## src/rtl/axi_bridge.sv

```systemverilog
// axi_bridge: sram-like inst/data requests to a single-outstanding-read, single-outstanding-write AXI master.
// The data read path and the write path run concurrently; a data read that hits a pending write waits.
module axi_bridge (
    input  logic        clk,
    input  logic        reset,
    input  logic        inst_sram_req,
    input  logic        inst_sram_wr,
    input  logic [1:0]  inst_sram_size,
    input  logic [31:0] inst_sram_addr,
    input  logic [3:0]  inst_sram_wstrb,
    input  logic [31:0] inst_sram_wdata,
    output logic        inst_sram_addr_ok,
    output logic        inst_sram_data_ok,
    output logic [31:0] inst_sram_rdata,
    input  logic        data_sram_req,
    input  logic        data_sram_wr,
    input  logic [1:0]  data_sram_size,
    input  logic [31:0] data_sram_addr,
    input  logic [3:0]  data_sram_wstrb,
    input  logic [31:0] data_sram_wdata,
    output logic        data_sram_addr_ok,
    output logic        data_sram_data_ok,
    output logic [31:0] data_sram_rdata,
    output logic [3:0]  arid,
    output logic [31:0] araddr,
    output logic [7:0]  arlen,
    output logic [2:0]  arsize,
    output logic [1:0]  arburst,
    output logic [1:0]  arlock,
    output logic [3:0]  arcache,
    output logic [2:0]  arprot,
    output logic        arvalid,
    input  logic        arready,
    input  logic [3:0]  rid,
    input  logic [31:0] rdata,
    input  logic [1:0]  rresp,
    input  logic        rlast,
    input  logic        rvalid,
    output logic        rready,
    output logic [3:0]  awid,
    output logic [31:0] awaddr,
    output logic [7:0]  awlen,
    output logic [2:0]  awsize,
    output logic [1:0]  awburst,
    output logic [1:0]  awlock,
    output logic [3:0]  awcache,
    output logic [2:0]  awprot,
    output logic        awvalid,
    input  logic        awready,
    output logic [3:0]  wid,
    output logic [31:0] wdata,
    output logic [3:0]  wstrb,
    output logic        wlast,
    output logic        wvalid,
    input  logic        wready,
    input  logic [3:0]  bid,
    input  logic [1:0]  bresp,
    input  logic        bvalid,
    output logic        bready
);
    typedef enum logic [1:0] {R_IDLE, R_AR, R_R} r_state_t;
    typedef enum logic [1:0] {W_IDLE, W_REQ, W_B} w_state_t;
    r_state_t    r_state;
    w_state_t    w_state;
    logic [31:0] r_addr, w_addr, w_data;
    logic [1:0]  r_size, w_size;
    logic [3:0]  w_strb;
    logic        r_id, aw_done, w_done;
    logic        wr_hit, data_rd_go, inst_rd_go, data_wr_go, r_beat, data_r_beat;
    logic        unused_ok;
    assign unused_ok = ^{inst_sram_wstrb, inst_sram_wdata, rresp, rlast, bid, bresp};
    assign wr_hit      = w_state != W_IDLE && data_sram_addr[31:2] == w_addr[31:2];
    assign data_rd_go  = !reset && r_state == R_IDLE && data_sram_req && !data_sram_wr && !wr_hit;
    assign inst_rd_go  = !reset && r_state == R_IDLE && inst_sram_req && !inst_sram_wr && !data_rd_go;
    assign data_wr_go  = !reset && w_state == W_IDLE && data_sram_req && data_sram_wr;
    assign arvalid     = !reset && r_state == R_AR;
    assign rready      = !reset && r_state == R_R;
    assign awvalid     = !reset && w_state == W_REQ && !aw_done;
    assign wvalid      = !reset && w_state == W_REQ && !w_done;
    assign r_beat      = rvalid && rready;
    assign data_r_beat = r_beat && rid == 4'd1;
    // Hold off the B handshake when a data R beat already owns data_sram_data_ok this cycle
    assign bready      = !reset && w_state == W_B && !data_r_beat;
    assign inst_sram_addr_ok = inst_rd_go;
    assign data_sram_addr_ok = data_rd_go || data_wr_go;
    assign inst_sram_data_ok = r_beat && rid != 4'd1;
    assign data_sram_data_ok = data_r_beat || (bvalid && bready);
    assign inst_sram_rdata   = rdata;
    assign data_sram_rdata   = rdata;
    assign arid    = {3'b000, r_id};
    assign araddr  = r_addr;
    assign arlen   = 8'd0;
    assign arsize  = {1'b0, r_size};
    assign arburst = 2'b01;
    assign arlock  = 2'b00;
    assign arcache = 4'd0;
    assign arprot  = 3'd0;
    assign awid    = 4'd1;
    assign awaddr  = w_addr;
    assign awlen   = 8'd0;
    assign awsize  = {1'b0, w_size};
    assign awburst = 2'b01;
    assign awlock  = 2'b00;
    assign awcache = 4'd0;
    assign awprot  = 3'd0;
    assign wid     = 4'd1;
    assign wdata   = w_data;
    assign wstrb   = w_strb;
    assign wlast   = 1'b1;

    always_ff @(posedge clk) begin
        if (reset) begin
            r_state <= R_IDLE;
            r_addr  <= '0;
            r_size  <= '0;
            r_id    <= 1'b0;
        end else begin
            case (r_state)
                R_IDLE: if (data_rd_go || inst_rd_go) begin
                    r_state <= R_AR;
                    r_addr  <= data_rd_go ? data_sram_addr : inst_sram_addr;
                    r_size  <= data_rd_go ? data_sram_size : inst_sram_size;
                    r_id    <= data_rd_go;
                end
                R_AR:    if (arready) r_state <= R_R;
                R_R:     if (rvalid) r_state <= R_IDLE;
                default: r_state <= R_IDLE;
            endcase
        end
    end

    always_ff @(posedge clk) begin
        if (reset) begin
            w_state <= W_IDLE;
            w_addr  <= '0;
            w_data  <= '0;
            w_strb  <= '0;
            w_size  <= '0;
            aw_done <= 1'b0;
            w_done  <= 1'b0;
        end else begin
            case (w_state)
                W_IDLE: if (data_wr_go) begin
                    w_state <= W_REQ;
                    w_addr  <= data_sram_addr;
                    w_data  <= data_sram_wdata;
                    w_strb  <= data_sram_wstrb;
                    w_size  <= data_sram_size;
                end
                W_REQ: begin
                    aw_done <= aw_done || awready;
                    w_done  <= w_done || wready;
                    if ((aw_done || awready) && (w_done || wready)) begin
                        w_state <= W_B;
                        aw_done <= 1'b0;
                        w_done  <= 1'b0;
                    end
                end
                W_B:     if (bvalid && bready) w_state <= W_IDLE;
                default: w_state <= W_IDLE;
            endcase
        end
    end
endmodule

```

## config.mk

```make
export PLATFORM = sky130hd
export DESIGN_NAME = axi_bridge
export DESIGN_NICKNAME = d
export VERILOG_FILES = /design/src/rtl/axi_bridge.sv
export SDC_FILE = /design/constraint.sdc
export NUM_CORES = 1
export LEC_CHECK = 0
export ABC_AREA = 1
export ABC_CLOCK_PERIOD_IN_PS = 1910
export BUFFER_PORTS_ARGS = -buffer_cell sky130_fd_sc_hd__buf_2
export CORE_AREA = 2 2 165 167
export DETAILED_ROUTE_END_ITERATION = 12
export DIE_AREA = 0 0 167 169
export PLACE_DENSITY_LB_ADDON = 0.25
export RECOVER_POWER = 100
export SLEW_MARGIN = 10
export SYNTH_ARGS = -nofsm -noshare
export SYNTH_HDL_FRONTEND = slang
export SYNTH_SLANG_ARGS = --single-unit
```

## constraint.sdc

```tcl
create_clock -name clk -period 1.91 [get_ports clk]
set_clock_uncertainty 0.2 [all_clocks]
set_input_delay 0.191 -clock clk [delete_from_list [all_inputs] [get_ports clk]]
set_output_delay 0.191 -clock clk [all_outputs]
set_load 0.005 [all_outputs]
```

==> results of run 1 <==
cells in the mapped netlist:
library cell,n,share of area (%)
nand3_1,39,3.2
buf_6,3,0.55
nand2_4,2,0.37
xor2_1,1,0.14
clkinv_2,1,0.082
nand2_1,180,11
nand4_2,1,0.21
nor4_1,2,0.21
dfxtp_1,111,36
or2_2,1,0.10
buf_2,11,0.90
clkbuf_1,20,1.2
inv_2,1,0.062
nor2_1,199,12
clkinv_4,1,0.14
o41ai_1,1,0.14
nor2_4,1,0.18
nand4_1,1,0.10
o21ai_0,72,5.9
buf_1,5,0.31
conb_1,2,0.12
clkinv_1,1,0.062
nor3_1,1,0.082
xnor2_1,11,1.6
buf_4,123,15
nand2_2,1,0.10
nand3b_1,34,4.2
a21oi_1,22,1.8
inv_1,52,3.2
through the flow:
| stage | setup TNS [ns] | std cells |
|---|---|---|
| global route | -15.55 | 1574 |
| global placement | -6.08 | 1438 |
| finish | -6.58 | 1574 |
| detailed placement | -6.45 | 1438 |
| floorplan | 0 | 950 |
| CTS | -8.49 | 1577 |
what timing repair did:
item / in CTS / in global routing
hold buffers: 91 / 0
gates cloned: 14 / 0
setup buffers: 18 / 4
resized for setup: 55 / 85
setup endpoints to repair: 39 / 40
hold endpoints to repair: 90 / 0
pin swaps: 21 / 42
placed cells by master (no fill, tap or decap), types with 3 or more instances in the layout:
cell type	Yosys	final
buf_12	0	17
conb_1	2	52
dfxtp_1	111	102
clkbuf_4	0	12
o21ai_0	72	71
buf_2	11	175
nand3_2	0	4
nand3_1	39	34
a21oi_1	22	21
nor2_1	199	180
nor2_4	1	8
buf_8	0	3
nand2_1	180	145
clkbuf_1	20	65
xnor2_2	0	3
dfxtp_2	0	9
xnor2_1	11	8
buf_16	0	10
inv_6	0	4
nand2_4	2	16
nand3b_1	34	34
nor2_2	0	12
nand2_2	1	21
clkbuf_16	0	9
dlygate4sd3_1	0	91
buf_4	123	54
inv_1	52	52
report_power, final:
part           switching, uW  total (uW)  internal (uW)
Clock                   1020        1940            919
Sequential              74.7        2530           2460
Combinational            713        1440            728
routing by layer:
layer | vias up | track usage, % | part of all wire [%]
li1 | 3297 | - | -
met2 | 244 | 29.5 | 49
met1 | 2935 | 20.0 | 41
met4 | 0 | 6.41 | 3.3
met3 | 54 | 3.86 | 6.1
met5 | - | 0 | 0
registers in the layout (all words and copies together), names as in the netlist:
signal and cells:
araddr 32, r_id 1, wstrb 4, r_state 2, w_state 2, r_size 2, w_size 2, wdata 32
awaddr 32, w_done 1, aw_done 1
worst max-delay path by stage:
stage / slack, ns / endpoint / from
floorplan: 0.20 / araddr[17] / awaddr[11]
global placement: -0.20 / araddr[0] / awaddr[30]
detailed placement: -0.21 / araddr[1] / awaddr[30]
CTS: -0.32 / inst_sram_addr_ok / awaddr[30]
global route: -0.37 / araddr[4] / awaddr[30]
finish: -0.27 / inst_sram_addr_ok / awaddr[18]
cell type report:
class / instances / area [um2]
clock inverters: 7 / 60.1
repair buffers: 429 / 3210
well taps: 341 / 427
multi-input cells: 621 / 3070
inverters: 56 / 224
flip-flops and latches: 111 / 2230
fillers: 2865 / 17100
clock buffers: 9 / 225
cells by family (layout without fill, tap and decap cells):
group	Yosys count	after routing	synth area share, %
DFF	111	111	36.5
other	2	52	0.123
and+or+nand+nor	462	462	32.1
AOI/OAI and AO/OA	95	95	7.87
buffers and inverters	218	501	21.7
xor gates and xnor gates	12	12	1.73
worst min-delay path, stage by stage:
cell and delay [ns]:
buf_2 0.07, o21ai_0 0.07, buf_4 0.14, nor2_1 0.07
==> flow_metrics.py, run 1 <==
metrics = {
    "layout": {
        "stdcell_area_um2": 9450,
        "fin_util_pct": 35.7,
        "syn_to_final_growth_pct": 55.1,
        "antenna_cells": 0,
        "drive_above_1_share_pct": 30.2,
        "nets": 1424,
    },
    "clock_network": {
        "cts.sinks": 111,
        "cts_tree": "done",
        "clockBufferDepth": 2,
        "cts_root_buffer": "clkbuf_16",
        "htree_levels": 3,
        "path_clk_slew_ns": 0.09,
        "clk_latency_ns": 0.36,
        "cts_buffers": 9,
    },
    "sta": {
        "final_hold_viol_count": 0,
        "fin_crit_ns": 2.18,
        "layout_setup_ws_ns": -0.269,
        "slew_headroom_pct": 59.3,
        "tightest_slew_ns": 0.611,
        "timing.fmax_ghz": 0.459,
        "setup_viol": 40,
        "hold_slack_ns": 0.0187,
        "drv_slew": 0,
        "period_share_pct": 114,
        "grt_setup_unrepaired": "true",
    },
    "global_route": {
        "grt_antenna_before_repair": 0,
        "grt_max_degree": 72,
        "overflow": 0,
        "grt.total_usage_pct": 16.8,
        "grt_pass1_wl_um": 36400,
        "grt_pass1_vias": 6302,
    },
    "critical_path": {
        "start_kind": "flop",
        "path_max_fanout": 3,
        "cp_slowest_stage_delay_ns": 0.37,
        "worst-setup-path-type": "flop to primary output",
        "crit_path_end_kind": "primary output",
        "crit_required_ns": 1.52,
        "worst-path-stages": 9,
        "reg2reg_to": "araddr[4]",
        "critical-path-top-delay-family": "simple AND/OR/NAND/NOR gates",
        "r2r_slack_ns": -0.25,
        "path_buf_inv": 2,
        "critPathSlowestCell": "dfxtp_1",
        "r2r_start": "awaddr[18]",
        "ff2ff_path_depth": 14,
        "cp_cell_sequence": "xnor2_2 > nand2_1 > nor2_2 > nand2_1 > nor2_2 > nand2_4 > buf_12 > a21oi_4 > buf_2",
        "worstPathArrival_ns": 1.79,
    },
    "floorplanning": {
        "die_x_um": 167,
        "boundaryPins": 426,
        "initial_core_util_pct": 23.0,
        "die_h_um": 169,
        "coreArea_um2": 26500,
        "die_area_um2": 28200,
        "rows": 60,
    },
    "synthesis": {
        "yosysSeqAreaShare_pct": 36.5,
        "postSynthAreaPerCell_um2": 6.77,
        "ys_types": 29,
        "yosysWarnings": 0,
        "syn_area_um2": 6090,
        "synth_seq_cells": 111,
        "synthCells": 900,
    },
    "routing": {
        "firstDrtPassIters": 4,
        "drtIter0Drc": 318,
        "wl_um": 24000,
        "drc": 0,
        "ant_nets": 0,
        "num_vias": 6530,
        "wire_per_inst_um": 15.3,
        "viasPerCell": 4.15,
    },
    "power_and_ir_drop": {
        "ir_worst_vdd_mv": 0.381,
        "p_per_area_nw_per_um2": 626,
        "total_power_uw": 5920,
        "cellLeakagePower_uw": 0.00457,
    },
    "run_status": {
        "status": "complete, but fails checks",
        "violations": "negative setup slack",
    },
    "flow_run": {
        "max_cap_violations": 0,
    },
    "placed_design": {
        "place_ws_ns": -0.215,
        "port_buffers": 232,
        "place_area_um2": 7460,
        "place_hpwl_um": 15500,
        "gp_congestion": 0.774,
    },
    "worst_hold_path": {
        "whs_endpoint": "wdata[5]",
        "hold_path_class": "input pin to flop",
        "whs_path_depth": 4,
        "min_from": "data_sram_wdata[5]",
    },
}
No activity file was read; power rests on OpenSTA's default activity.
==> inputs of run 2 (changes only) <==
--- a/config.mk
+++ b/config.mk
@@ -6,11 +6,12 @@
 export NUM_CORES = 1
 export LEC_CHECK = 0
 export ABC_AREA = 1
-export ABC_CLOCK_PERIOD_IN_PS = 1910
+export ABC_CLOCK_PERIOD_IN_PS = 2500
 export BUFFER_PORTS_ARGS = -buffer_cell sky130_fd_sc_hd__buf_2
 export CORE_AREA = 2 2 165 167
 export DETAILED_ROUTE_END_ITERATION = 12
 export DIE_AREA = 0 0 167 169
+export MAX_ROUTING_LAYER = met4
 export PLACE_DENSITY_LB_ADDON = 0.25
 export RECOVER_POWER = 100
 export SLEW_MARGIN = 10
==> constraint.sdc (replaced) <==
create_clock -name clk -period 2.5 [get_ports clk]
set_clock_uncertainty 0.2 [all_clocks]
set_input_delay 0.25 -clock clk [delete_from_list [all_inputs] [get_ports clk]]
set_output_delay 0.25 -clock clk [all_outputs]
set_load 0.005 [all_outputs]
==> run 2 against run 1 <==
Compared with the run above: critical path depth decreased by 2; largest power group unchanged; combinational power decreased by 42%; utilization decreased by 5.2 points; count of clock-buffer cells in the layout unchanged; global-route usage decreased by 1.7 points; the run now ends clean; critical endpoint is now data_sram_addr_ok; via count decreased by 8.2%; worst setup slack improved by 0.38 ns.
==> flow_metrics.py, run 2 (synthesis results as in run 1) <==
metrics = {
    "run_status": {
        "status": "completed",
    },
    "worst_hold_path": {
        "hold_path_class": "input pin to flop",
    },
    "critical_path": {
        "crit_path_end_kind": "primary output",
        "worstPathArrival_ns": 1.94,
        "worst-setup-path-type": "input pin to primary output",
        "crit_top_cell": "buf_2",
        "cp_cell_sequence": "dlygate4sd3_1 > buf_2 > nor2_1 > nand3_4 > buf_4 > nand2_1 > buf_2",
        "cp_slowest_stage_delay_ns": 0.53,
        "path_max_fanout": 36,
        "r2r_slack_ns": 0.27,
        "start_kind": "input pin",
        "crit_required_ns": 2.05,
        "critPathSlowestCell": "dlygate4sd3_1",
    },
    "sta": {
        "grt_setup_unrepaired": "false",
        "timing.fmax_ghz": 0.419,
        "tns_ns": 0,
        "fin_crit_ns": 2.39,
        "tightest_slew_ns": 1.08,
        "drv_slew": 0,
        "period_share_pct": 95.4,
        "setup_viol": 0,
        "final_hold_viol_count": 0,
        "slew_headroom_pct": 27.8,
    },
    "placed_design": {
        "place_area_um2": 7010,
        "gp_congestion": 0.748,
        "place_hpwl_um": 15200,
        "port_buffers": 232,
    },
    "layout": {
        "drive_above_1_share_pct": 18.8,
        "layout_common_cells": "nor2_1, nand2_1, buf_2",
        "fin_util_pct": 30.4,
        "stdcell_area_um2": 8060,
        "nets": 1335,
        "syn_to_final_growth_pct": 32.3,
        "layout_commonest_cell": "nor2_1",
        "antenna_cells": 0,
    },
    "global_route": {
        "grt_max_degree": 55,
        "grt_pass1_vias": 5786,
        "grt_pass1_wl_um": 32100,
        "grt.total_usage_pct": 15.1,
        "overflow": 0,
        "grt_antenna_before_repair": 0,
    },
    "floorplanning": {
        "die_x_um": 167,
        "boundaryPins": 426,
        "die_h_um": 169,
        "coreArea_um2": 26500,
        "rows": 60,
        "initial_core_util_pct": 23.0,
        "die_area_um2": 28200,
    },
    "power_and_ir_drop": {
        "p_switching_uw": 1280,
        "ir_worst_vdd_mv": 0.253,
        "pwr-share-seq_pct": 44.5,
        "internal-power_uw": 3080,
        "power.share.combinational_pct": 19.3,
        "p_per_area_nw_per_um2": 541,
        "cellLeakagePower_uw": 0.00386,
        "swShare_pct": 29.4,
        "clkPwrFrac_pct": 36.2,
        "total_power_uw": 4360,
    },
    "routing": {
        "firstDrtPassIters": 4,
        "viasPerCell": 4.04,
        "drc": 0,
        "num_vias": 5993,
        "wire_per_inst_um": 14.2,
        "wl_um": 21000,
        "ant_nets": 0,
        "drtIter0Drc": 212,
    },
    "clock_network": {
        "path_clk_slew_ns": 0.08,
        "cts.sinks": 111,
        "clockBufferDepth": 2,
        "cts_buffers": 9,
        "htree_levels": 3,
        "cts_tree": "done",
        "clk_latency_ns": 0.36,
        "cts_root_buffer": "clkbuf_16",
    },
    "flow_run": {
        "max_cap_violations": 0,
    },
}
[run 2: final timing paths]
| kind | from | depth (start not counted) | endpoint |
|---|---|---|---|
| hold / removal | inst_sram_addr[31] | 5 | araddr[31] |
| setup reg to reg | w_state[1] | 14 | araddr[29] |
| hold reg to reg | r_id | 2 | r_id |
| setup / recovery | reset | 7 | data_sram_addr_ok |
[run 2: worst max-delay path: cells and delay by family]
kind                   cells  cell delay (ns)
buffers and inverters      4             1.14
and+or+nand+nor            3             0.54
[run 2: area by class of cell]
class | instances | area (um2)
tap | 341 | 427
sequential | 111 | 2220
fill | 2975 | 18400
inverter | 56 | 213
multi-input combinational | 621 | 2760
clock buffer | 9 | 225
timing repair buffer | 340 | 2120
clock inverter | 7 | 86.3
[run 2: metrics by stage]
step / setup slack (ns) / hold slack, ns / cells
floorplan: 0.748 / 0.139 / 950
global placement: 0.354 / 0.256 / 1383
detailed placement: 0.351 / 0.260 / 1383
CTS: 0.00401 / 0.00380 / 1483
global route: 0.000466 / 0.0301 / 1485
finish: 0.115 / 0.0230 / 1485
[run 2: power groups by stage]
stage | registers, uW | logic, uW | clock network [uW]
2_1_floorplan | 1980 | 545 | 0
3_3_place_gp | 1970 | 780 | 0
3_5_place_dp | 1980 | 780 | 0
4_1_cts | 1940 | 882 | 1670
5_1_grt | 1950 | 960 | 1730
6_report | 1940 | 841 | 1580
[run 2: timing repair]
action                                  CTS  global route
hold buffers                             84             0
resized for setup                         0             5
hold endpoints to repair                 83             0
endpoints found under the setup margin    0             1
buffers inserted                          0             2
[run 2: per-layer routing]
| layer | vias up | routed length, um | global-route usage, % |
|---|---|---|---|
| li1 | 3108 | - | - |
| met4 | 0 | 552 | 5.13 |
| met3 | 37 | 1130 | 3.41 |
| met2 | 212 | 9820 | 24.8 |
| met1 | 2636 | 9520 | 18.3 |
| met5 | - | 0 | - |
